### src/rtl/x3_pkg.sv
// x3_pkg: constants and small helpers shared by the serial excess-3 encoder
// and decoder.
//   X3_OFFSET  excess-3 bias, also the bit-serial subtrahend pattern (0011)
//   X3_MIN/MAX legal excess-3 code range
//   BCD_MAX    largest legal BCD digit
//   bitpos_t   position of the current serial bit within a digit
package x3_pkg;

    localparam int unsigned BIDX_W = 2;

    localparam logic [3:0] X3_OFFSET = 4'd3;
    localparam logic [3:0] X3_MIN    = 4'd3;
    localparam logic [3:0] X3_MAX    = 4'd12;
    localparam logic [3:0] BCD_MAX   = 4'd9;

    typedef enum logic [BIDX_W-1:0] {
        BIT0 = 2'd0,
        BIT1 = 2'd1,
        BIT2 = 2'd2,
        BIT3 = 2'd3
    } bitpos_t;

    // Next serial bit position; BIT3 wraps to BIT0 for the following digit.
    function automatic bitpos_t next_bit(input bitpos_t p);
        bitpos_t n;
        unique case (p)
            BIT0:    n = BIT1;
            BIT1:    n = BIT2;
            BIT2:    n = BIT3;
            default: n = BIT0;
        endcase
        return n;
    endfunction

    // Bit of the excess-3 bias that is subtracted at serial position p.
    function automatic logic offset_bit(input bitpos_t p);
        logic b;
        unique case (p)
            BIT0:    b = X3_OFFSET[0];
            BIT1:    b = X3_OFFSET[1];
            BIT2:    b = X3_OFFSET[2];
            default: b = X3_OFFSET[3];
        endcase
        return b;
    endfunction

endpackage

### src/rtl/x3_bitsub.sv
// x3_bitsub: bit-serial subtract stage of the excess-3 decoder.
// Subtracts the excess-3 bias from an LSB-first serial stream, one bit per
// enabled cycle, and reports each completed 4-bit result.
//   clk, rst  clock, synchronous active-high reset
//   en        in carries a valid bit this cycle
//   restart   treat this cycle as bit 0 (with en) or clear framing (without)
//   in        serial excess-3 bit
//   d         difference bit for the current input bit
//   done      this bit completes a digit
//   digit     completed digit value (valid with done), code - 3 mod 16
//   illegal   completed code outside the legal excess-3 range (with done)
module x3_bitsub
    import x3_pkg::*;
(
    input  logic       clk,
    input  logic       rst,
    input  logic       en,
    input  logic       restart,
    input  logic       in,
    output logic       d,
    output logic       done,
    output logic [3:0] digit,
    output logic       illegal
);

    bitpos_t    bidx;
    bitpos_t    bidx_eff;
    logic       borrow;
    logic       bin;
    logic       sub;
    logic       bout;
    // Only the three low result bits need storage; bit 3 is the live d.
    logic [2:0] shreg;

    always_comb begin
        bidx_eff = restart ? BIT0 : bidx;
        bin      = (bidx_eff == BIT0) ? 1'b0 : borrow;
        sub      = offset_bit(bidx_eff);
        d        = in ^ sub ^ bin;
        bout     = (~in & sub) | (~in & bin) | (sub & bin);
        done     = en && (bidx_eff == BIT3);
        digit    = {d, shreg};
        // A final borrow means code < 3; a result above 9 means code > 12.
        illegal  = bout || (digit > BCD_MAX);
    end

    always_ff @(posedge clk) begin
        if (rst) begin
            bidx   <= BIT0;
            borrow <= 1'b0;
            shreg  <= '0;
        end else if (en) begin
            unique case (bidx_eff)
                BIT0:    shreg[0] <= d;
                BIT1:    shreg[1] <= d;
                BIT2:    shreg[2] <= d;
                default: ;
            endcase
            borrow <= bout;
            bidx   <= next_bit(bidx_eff);
        end else if (restart) begin
            bidx   <= BIT0;
            borrow <= 1'b0;
            shreg  <= '0;
        end
    end

endmodule

### src/rtl/serx3tobcd.sv
// serx3tobcd: serial excess-3 to BCD converter.
// Receives excess-3 digits LSB first, one bit per valid cycle, and returns
// the BCD stream with one cycle of latency, each completed digit, and an
// assembled DIGITS-digit word with error flags for illegal codes.
//   clk, rst             clock, synchronous active-high reset
//   inval, in            serial excess-3 bit and its valid
//   sync                 framing realign (bit 0 of digit 0 when with inval)
//   out, outval          registered serial BCD bit and its valid
//   bcd_digit            last completed digit
//   digit_val, digit_err digit completion pulse and illegal-code flag
//   bcd_word             assembled word, first received digit in [3:0]
//   word_val, word_err   word completion pulse and OR of digit errors
module serx3tobcd
    import x3_pkg::*;
#(
    parameter int DIGITS = 4
) (
    input  logic                clk,
    input  logic                rst,
    input  logic                inval,
    input  logic                in,
    input  logic                sync,
    output logic                out,
    output logic                outval,
    output logic [3:0]          bcd_digit,
    output logic                digit_val,
    output logic                digit_err,
    output logic [4*DIGITS-1:0] bcd_word,
    output logic                word_val,
    output logic                word_err
);

    localparam int DW = (DIGITS > 1) ? $clog2(DIGITS) : 1;
    localparam logic [DW-1:0] LAST = DW'(DIGITS - 1);

    logic          d;
    logic          done;
    logic [3:0]    digit;
    logic          illegal;

    logic [DW-1:0] didx;
    logic [DW-1:0] didx_eff;
    logic          sticky;
    logic          sticky_eff;
    logic          word_done;
    logic          err_acc;

    x3_bitsub u_bitsub (
        .clk     (clk),
        .rst     (rst),
        .en      (inval),
        .restart (sync),
        .in      (in),
        .d       (d),
        .done    (done),
        .digit   (digit),
        .illegal (illegal)
    );

    // sync discards the partial word before the current bit is processed.
    always_comb begin
        didx_eff   = sync ? '0 : didx;
        sticky_eff = sync ? 1'b0 : sticky;
        word_done  = done && (didx_eff == LAST);
        err_acc    = sticky_eff | illegal;
    end

    always_ff @(posedge clk) begin
        if (rst) begin
            out       <= 1'b0;
            outval    <= 1'b0;
            bcd_digit <= '0;
            digit_val <= 1'b0;
            digit_err <= 1'b0;
            bcd_word  <= '0;
            word_val  <= 1'b0;
            word_err  <= 1'b0;
            didx      <= '0;
            sticky    <= 1'b0;
        end else begin
            outval    <= inval;
            digit_val <= done;
            digit_err <= done & illegal;
            word_val  <= word_done;
            word_err  <= word_done & err_acc;

            if (inval) begin
                out <= d;
            end

            if (done) begin
                bcd_digit <= digit;
                for (int unsigned k = 0; k < DIGITS; k++) begin
                    if (didx_eff == DW'(k)) begin
                        bcd_word[4*k +: 4] <= digit;
                    end
                end
                if (word_done) begin
                    didx   <= '0;
                    sticky <= 1'b0;
                end else begin
                    didx   <= didx_eff + 1'b1;
                    sticky <= err_acc;
                end
            end else if (sync) begin
                didx   <= '0;
                sticky <= 1'b0;
            end
        end
    end

endmodule

### config.mk
export PLATFORM = sky130hd
export DESIGN_NAME = serx3tobcd
export DESIGN_NICKNAME = d
export VERILOG_FILES = /design/src/rtl/x3_pkg.sv /design/src/rtl/x3_bitsub.sv /design/src/rtl/serx3tobcd.sv
export SDC_FILE = /design/constraint.sdc
export NUM_CORES = 1
export LEC_CHECK = 0
export ABC_AREA = 1
export CAP_MARGIN = 20
export CORE_UTILIZATION = 55
export CTS_CLUSTER_SIZE = 14
export DETAILED_ROUTE_END_ITERATION = 7
export DONT_BUFFER_PORTS = 1
export GPL_TIMING_DRIVEN = 0
export PLACE_DENSITY = 0.73
export SLEW_MARGIN = 20
export SYNTH_ARGS = -nofsm -noshare
export SYNTH_HDL_FRONTEND = slang
export SYNTH_SLANG_ARGS = --single-unit
### constraint.sdc
create_clock -name clk -period 2.2 [get_ports clk]
set_input_delay 0.66 -clock clk [delete_from_list [all_inputs] [get_ports clk]]
set_output_delay 0.66 -clock clk [all_outputs]
set_load 0.05 [all_outputs]
# Yosys cells after proc, flatten, opt, wreduce, memory -nomap -nowiden

Index checks and enable logic that the tools add are counted.

Flip-flop bits (word level): 35
Latch bits: 0
Bits in writable memories: 0
Memory bits (read-only): 0
Bits of input ports: 5
Output and inout bits: 26
Word-level logic and storage cells: 72
Memories kept: 0

Add/sub/neg operators: 1
Multiply operators: 0
Div/mod/pow operators: 0
Magnitude comparators: 1
Equal/unequal tests: 9
Shifts and indexed selects: 0
Multiplexer cells: 18
Bitwise logic cells: 11
Reductions and logical operators: 14

Operator list:

| cell                                                  | number |
|---|---|
| AND reduction 2 bit                                   | 7 |
| 2-to-1 mux 1 bit                                      | 10 |
| 2-to-1 mux 2 bit                                      | 5 |
| equality test 2 bit, second input constant            | 4 |
| 2-to-1 mux 3 bit                                      | 2 |
| inequality test 2 x 1 -> 1 bit, second input constant | 3 |
| one-hot mux 2 bit (3 select lines)                    | 1 |
| bitwise AND 1 bit                                     | 5 |
| equality test 2 x 1 -> 1 bit, second input constant   | 2 |
| greater-than comparator 4 bit, second input constant  | 1 |
| zero test 2 bit                                       | 2 |
| bitwise OR 1 bit                                      | 3 |
| adder 2 x 1 -> 2 bit, second input constant           | 1 |
| logical AND 1 bit                                     | 2 |
| nonzero test 2 bit                                    | 1 |
| OR reduction 2 bit                                    | 1 |
| bitwise XOR 1 bit                                     | 2 |
| logical OR 1 bit                                      | 1 |
| inverter 1 bit                                        | 1 |

# Depth between registers and ports, before layout

Depth after elaboration: 11
Depth in mapped cells: 10

# Cells and area by module

A second synthesis with hierarchy kept.

Cell total of the unflattened synthesis: 198
Area total of the unflattened synthesis: 1,462.7 µm²

By module, submodules not included:

| module     | times used | cells an instance | area an instance (µm²) | seq. area each (µm²) |
|---|---|---|---|---|
| serx3tobcd | 1          | 144               | 1,071.0                | 580.6 |
| x3_bitsub  | 1          | 54                | 391.6                  | 120.1 |

# Least setup slack after synthesis

OpenSTA, ideal clock, no wires.

Kind: input to register
From: input port sync
To: register sticky
Data arrival time: 2.125 ns
Data required time: 2.144 ns
Slack: 0.019 ns
Stages on the path: 10
Path through: inv_1 nand2_1 ha_1 nor2_1 fa_1 inv_2 o21ai_0 nand3_1 nand2_1 inv_1

Cells in the longest elaborated chain, start to end: 11
Elaborated cells on any way between the ends: 24
Classes of those cells: order compare (1); eq/ne (3); mux (7); bitwise (8); reduce/logical (5)

Ends and longest elaborated chain:

| element                                                                  | RTL line                         | text |
|---|---|---|
| start, declared                                                          | serx3tobcd.sv:22                 | `input logic sync,` |
| 2-to-1 mux 2 bit                                                         | -                                |  |
| equality test 2 x 1 -> 1 bit / zero test 2 bit (equally long branches)   | x3_pkg.sv:38, x3_bitsub.sv:37    |  |
| OR reduction 2 bit (no source line)                                      | -                                |  |
| 2-to-1 mux 1 bit                                                         | x3_pkg.sv:38                     | `unique case (p)` |
| bitwise XOR 1 bit / bitwise AND 1 bit (equally long branches)            | x3_bitsub.sv:39, x3_bitsub.sv:40 |  |
| bitwise XOR 1 bit / bitwise OR 1 bit (equally long branches)             | x3_bitsub.sv:39, x3_bitsub.sv:40 |  |
| greater-than comparator 4 bit / bitwise OR 1 bit (equally long branches) | x3_bitsub.sv:44, x3_bitsub.sv:40 |  |
| logical OR 1 bit                                                         | x3_bitsub.sv:44                  | `illegal = bout \|\| (digit > BCD_MAX);` |
| bitwise OR 1 bit                                                         | serx3tobcd.sv:65                 | `err_acc = sticky_eff \| illegal;` |
| 2-to-1 mux 1 bit                                                         | serx3tobcd.sv:98                 | `if (word_done) begin` |
| 2-to-1 mux 1 bit *                                                       | serx3tobcd.sv:91                 | `if (done) begin` |
| end signal, assigned                                                     | serx3tobcd.sv:103                | `sticky <= err_acc;` |
| end, declared                                                            | serx3tobcd.sv:43                 | `logic sticky;` |

Mark *: on every way between the ends. The rest lies on a longest branch, timed or not.
A chain may end at the register's enable or synchronous reset.

# Worst setup path in the final report

Ends and elaborated chain as after synthesis.

==> results.sh <==
export IMPL_status="complete, no violations"
export IMPL_ff2ff_setup_slack_ns=0.30
export IMPL_hp_start="rst"
export IMPL_synth_area_per_cell_um2=8.13
export IMPL_whs_ns=0.396
export IMPL_effective_utilization_at_floorplan_pct=58.0
export IMPL_largest_net_degree_at_the_start_of_global_routing=11
export IMPL_dr_pass1_iters=4
export IMPL_yosysSeqAreaShare_pct=44.2
export IMPL_timing_slew_headroom_pct=63.7
export IMPL_die_area_mm2=0.00310
export IMPL_r2r_start="u_bitsub.bidx[1]"
export IMPL_worstPathArrival_ns=2.38
export IMPL_critPathKind="in -> reg"
export IMPL_grt_overflow_total=0
export IMPL_final_net_count=216
export IMPL_critPathLaunchType="primary input"
export IMPL_reg2regPathDepth=9
export IMPL_drt_drc_violations_left=0
export IMPL_number_of_global_route_vias_before_repair=1111
export IMPL_clock_tree_from_tritoncts="done"
export IMPL_synthCells=195
export IMPL_cp_end_kind="flip-flop"
export IMPL_die_height_um=55.7
export IMPL_final_period_util_pct=94.9
export IMPL_cap_violations=0
export IMPL_syn_nets=209
export IMPL_crit_top_cell="inv_1"
export IMPL_hold_path_endpoint="word_val"
export IMPL_place_congestion=0.808
export IMPL_rows=19
export IMPL_yosysTopAreaCellShare_pct=44.2
export IMPL_finalInstanceArea_mm2=0.00170
export IMPL_min_path_type="in -> reg"
export IMPL_portBuffers=0
export IMPL_min_period_ns=2.09
export IMPL_avgViaCountPerCell=5.11
export IMPL_antenna_left=0
export IMPL_synthesis_area_mm2=0.00159
export IMPL_hold_path_depth=1
export IMPL_fillCellCount=260
export IMPL_tightestPinTransition_ns=0.543
export IMPL_dpl_cell_area_mm2=0.00162
export IMPL_num_io_pins=31
export IMPL_slew_viol_final=0
export IMPL_ctsHtreeMaxLevel=2
export IMPL_hold_viol=0
export IMPL_chipWidth_um=55.7
export IMPL_clk_path_buf_depth=2
export IMPL_path_cells="inv_1 -> nand2_2 -> ha_1 -> nor2_1 -> fa_1 -> inv_4 -> o21ai_0 -> nand3_1 -> nand2_1 -> inv_1"
export IMPL_wl_per_cell_um=12.4
export IMPL_first_pass_grt_wire_length_um=5000
export IMPL_pwr_density_cell_mw_per_mm2=648
export IMPL_final_setup_skew_ns=0.00788
export IMPL_clock_tree_root_cell="clkbuf_4"
export IMPL_critical_path_slowest_cell="fa_1"
export IMPL_critical_path_max_stage_delay_ns=0.49
export IMPL_synth_seq_cells=35
export IMPL_fp_coreArea_mm2=0.00273
export IMPL_post_place_cells=226
export IMPL_tritoncts_num_buffers=5
export IMPL_clk_transition_reported_paths_ns=0.09
export IMPL_route_vias_total=1195
export IMPL_synth_top_cells_by_area="dfxtp_1, nand2_1, ha_1"
export IMPL_post_layout_utilization_of_the_core_pct=62.2
export IMPL_yosysUniqueCellTypes=24
export IMPL_hpwlAfterDp_um=2170
export IMPL_post_synthesis_cell_type_with_the_largest_combined_area="dfxtp_1"
export IMPL_largest_fanout_on_the_critical_path=9
export IMPL_fmaxAchievable_mhz=479
export IMPL_cts_sink_count=35
export IMPL_p_leak_nw=0.841
export IMPL_ys_warn_count=0
export IMPL_crit_required_ns=2.49
export IMPL_vdd_ir_drop_max_mv=0.572
export IMPL_rsz0062_at_grt="false"
export IMPL_grtUsageTotal_pct=21.2
export IMPL_proportion_of_layout_cells_with_a_drive_suffix_above_1_pct=17.7
export IMPL_stdcell_count=234
export IMPL_final_setup_viol_count=0
export IMPL_initialDrtViolationCount=46
export IMPL_timing_rr_end="sticky"
export IMPL_antenna_found_initial=0
export IMPL_insertion_delay_ns=0.34
export IMPL_drt_wl_total_um=2910
export IMPL_diodes=0
export IMPL_area_growth_pct=7.26
==> layout make-up <==
cell class	count	area, um2	share of cell area, %
Sequential cell	35	701	41.2
Tap cell	31	38.8	2.28
Buffer	5	45.0	2.65
Inverter	28	110	6.48
Clock buffer	8	68.8	4.05
Multi-Input combinational cell	127	737	43.3
==> where the power goes <==
part | internal (mW) | switching (mW)
Sequential | 0.640 | 0.0133
Clock | 0.188 | 0.204
Combinational | 0.0169 | 0.0395
==> critical path, delay by kind of cell <==
family | cells | cell delay, ns
buf+inv | 3 | 0.35
compound gates | 1 | 0.14
fa+ha+maj | 2 | 0.74
simple gates | 4 | 0.49
==> Yosys cell counts, drive strengths merged <==
cell type,number
nor2,32
clkbuf,1
a21oi,8
o21ai,14
buf,4
ha,8
fa,1
o22ai,2
nand3,12
nand2,50
dfxtp,35
inv,28
==> worst max path at each step <==
stage                     startpoint      to  slack, ns  depth (start not counted)
after floorplan                 sync  sticky       0.02                         10
after global placement          sync  sticky      -0.26                         10
after detailed placement        sync  sticky      -0.28                         10
after CTS                       sync  sticky       0.08                         10
after global routing            sync  sticky       0.01                         10
final                           sync  sticky       0.11                         10
==> logic make-up (layout without fill, tap and decap cells) <==
kind of cell / after synthesis / in the layout / synth area share (%)
AO/OA/AOI/OAI: 24 / 24 / 9.16
AND/OR/NAND/NOR: 94 / 94 / 29.4
flip-flops: 35 / 35 / 44.2
adder cells (fa/ha/maj): 9 / 9 / 7.58
buffers and inverters: 33 / 41 / 9.63
==> layout by cell type, fill, tap and decap left out <==
master,n
nand2_1,44
dfxtp_1,35
inv_1,26
nor2_1,22
nand3_1,11
a21oi_1,8
ha_1,8
o21ai_0,6
o21ai_2,6
nor2_2,6
nand2_2,5
clkbuf_4,5
nor2_8,3
clkbuf_1,2
inv_4,2
buf_2,2
o21ai_1,2
o22ai_1,2
clkbuf_8,2
buf_6,1
nand2_4,1
buf_12,1
nand3_4,1
nor2_4,1
fa_1,1
==> metal layers <==
layer / vias to the layer above / share of wire [%] / global-route usage [%]
met1: 538 / 45 / 25.6
met4: 0 / 1.8 / 10.0
met3: 6 / 6.0 / 7.91
met5: - / 0 / 0
li1: 615 / - / -
met2: 36 / 47 / 33.4
==> registers in the layout, indices dropped and copies added, names as in the netlist, 2 cells and up <==
signal          flops
bcd_word           16
u_bitsub.bidx       2
bcd_digit           4
didx                2
u_bitsub.shreg      3
==> timing repair <==
action / CTS / global route
setup endpoints to repair: 0 / 2
hold buffers: 0 / 0
buffers inserted: 0 / 0
endpoints found under the hold margin: 0 / 0
gates resized for setup: 0 / 3
==> metrics by stage <==
step,setup TNS [ns],worst slack (ns),power (mW)
final,0,0.113,1.10
after global routing,0,0.0109,1.15
after CTS,0,0.0791,1.11
after detailed placement,-1.46,-0.277,0.722
after global placement,-1.39,-0.258,0.721
after floorplan,0,0.0194,0.709
No activity file was read; power rests on OpenSTA's default activity.
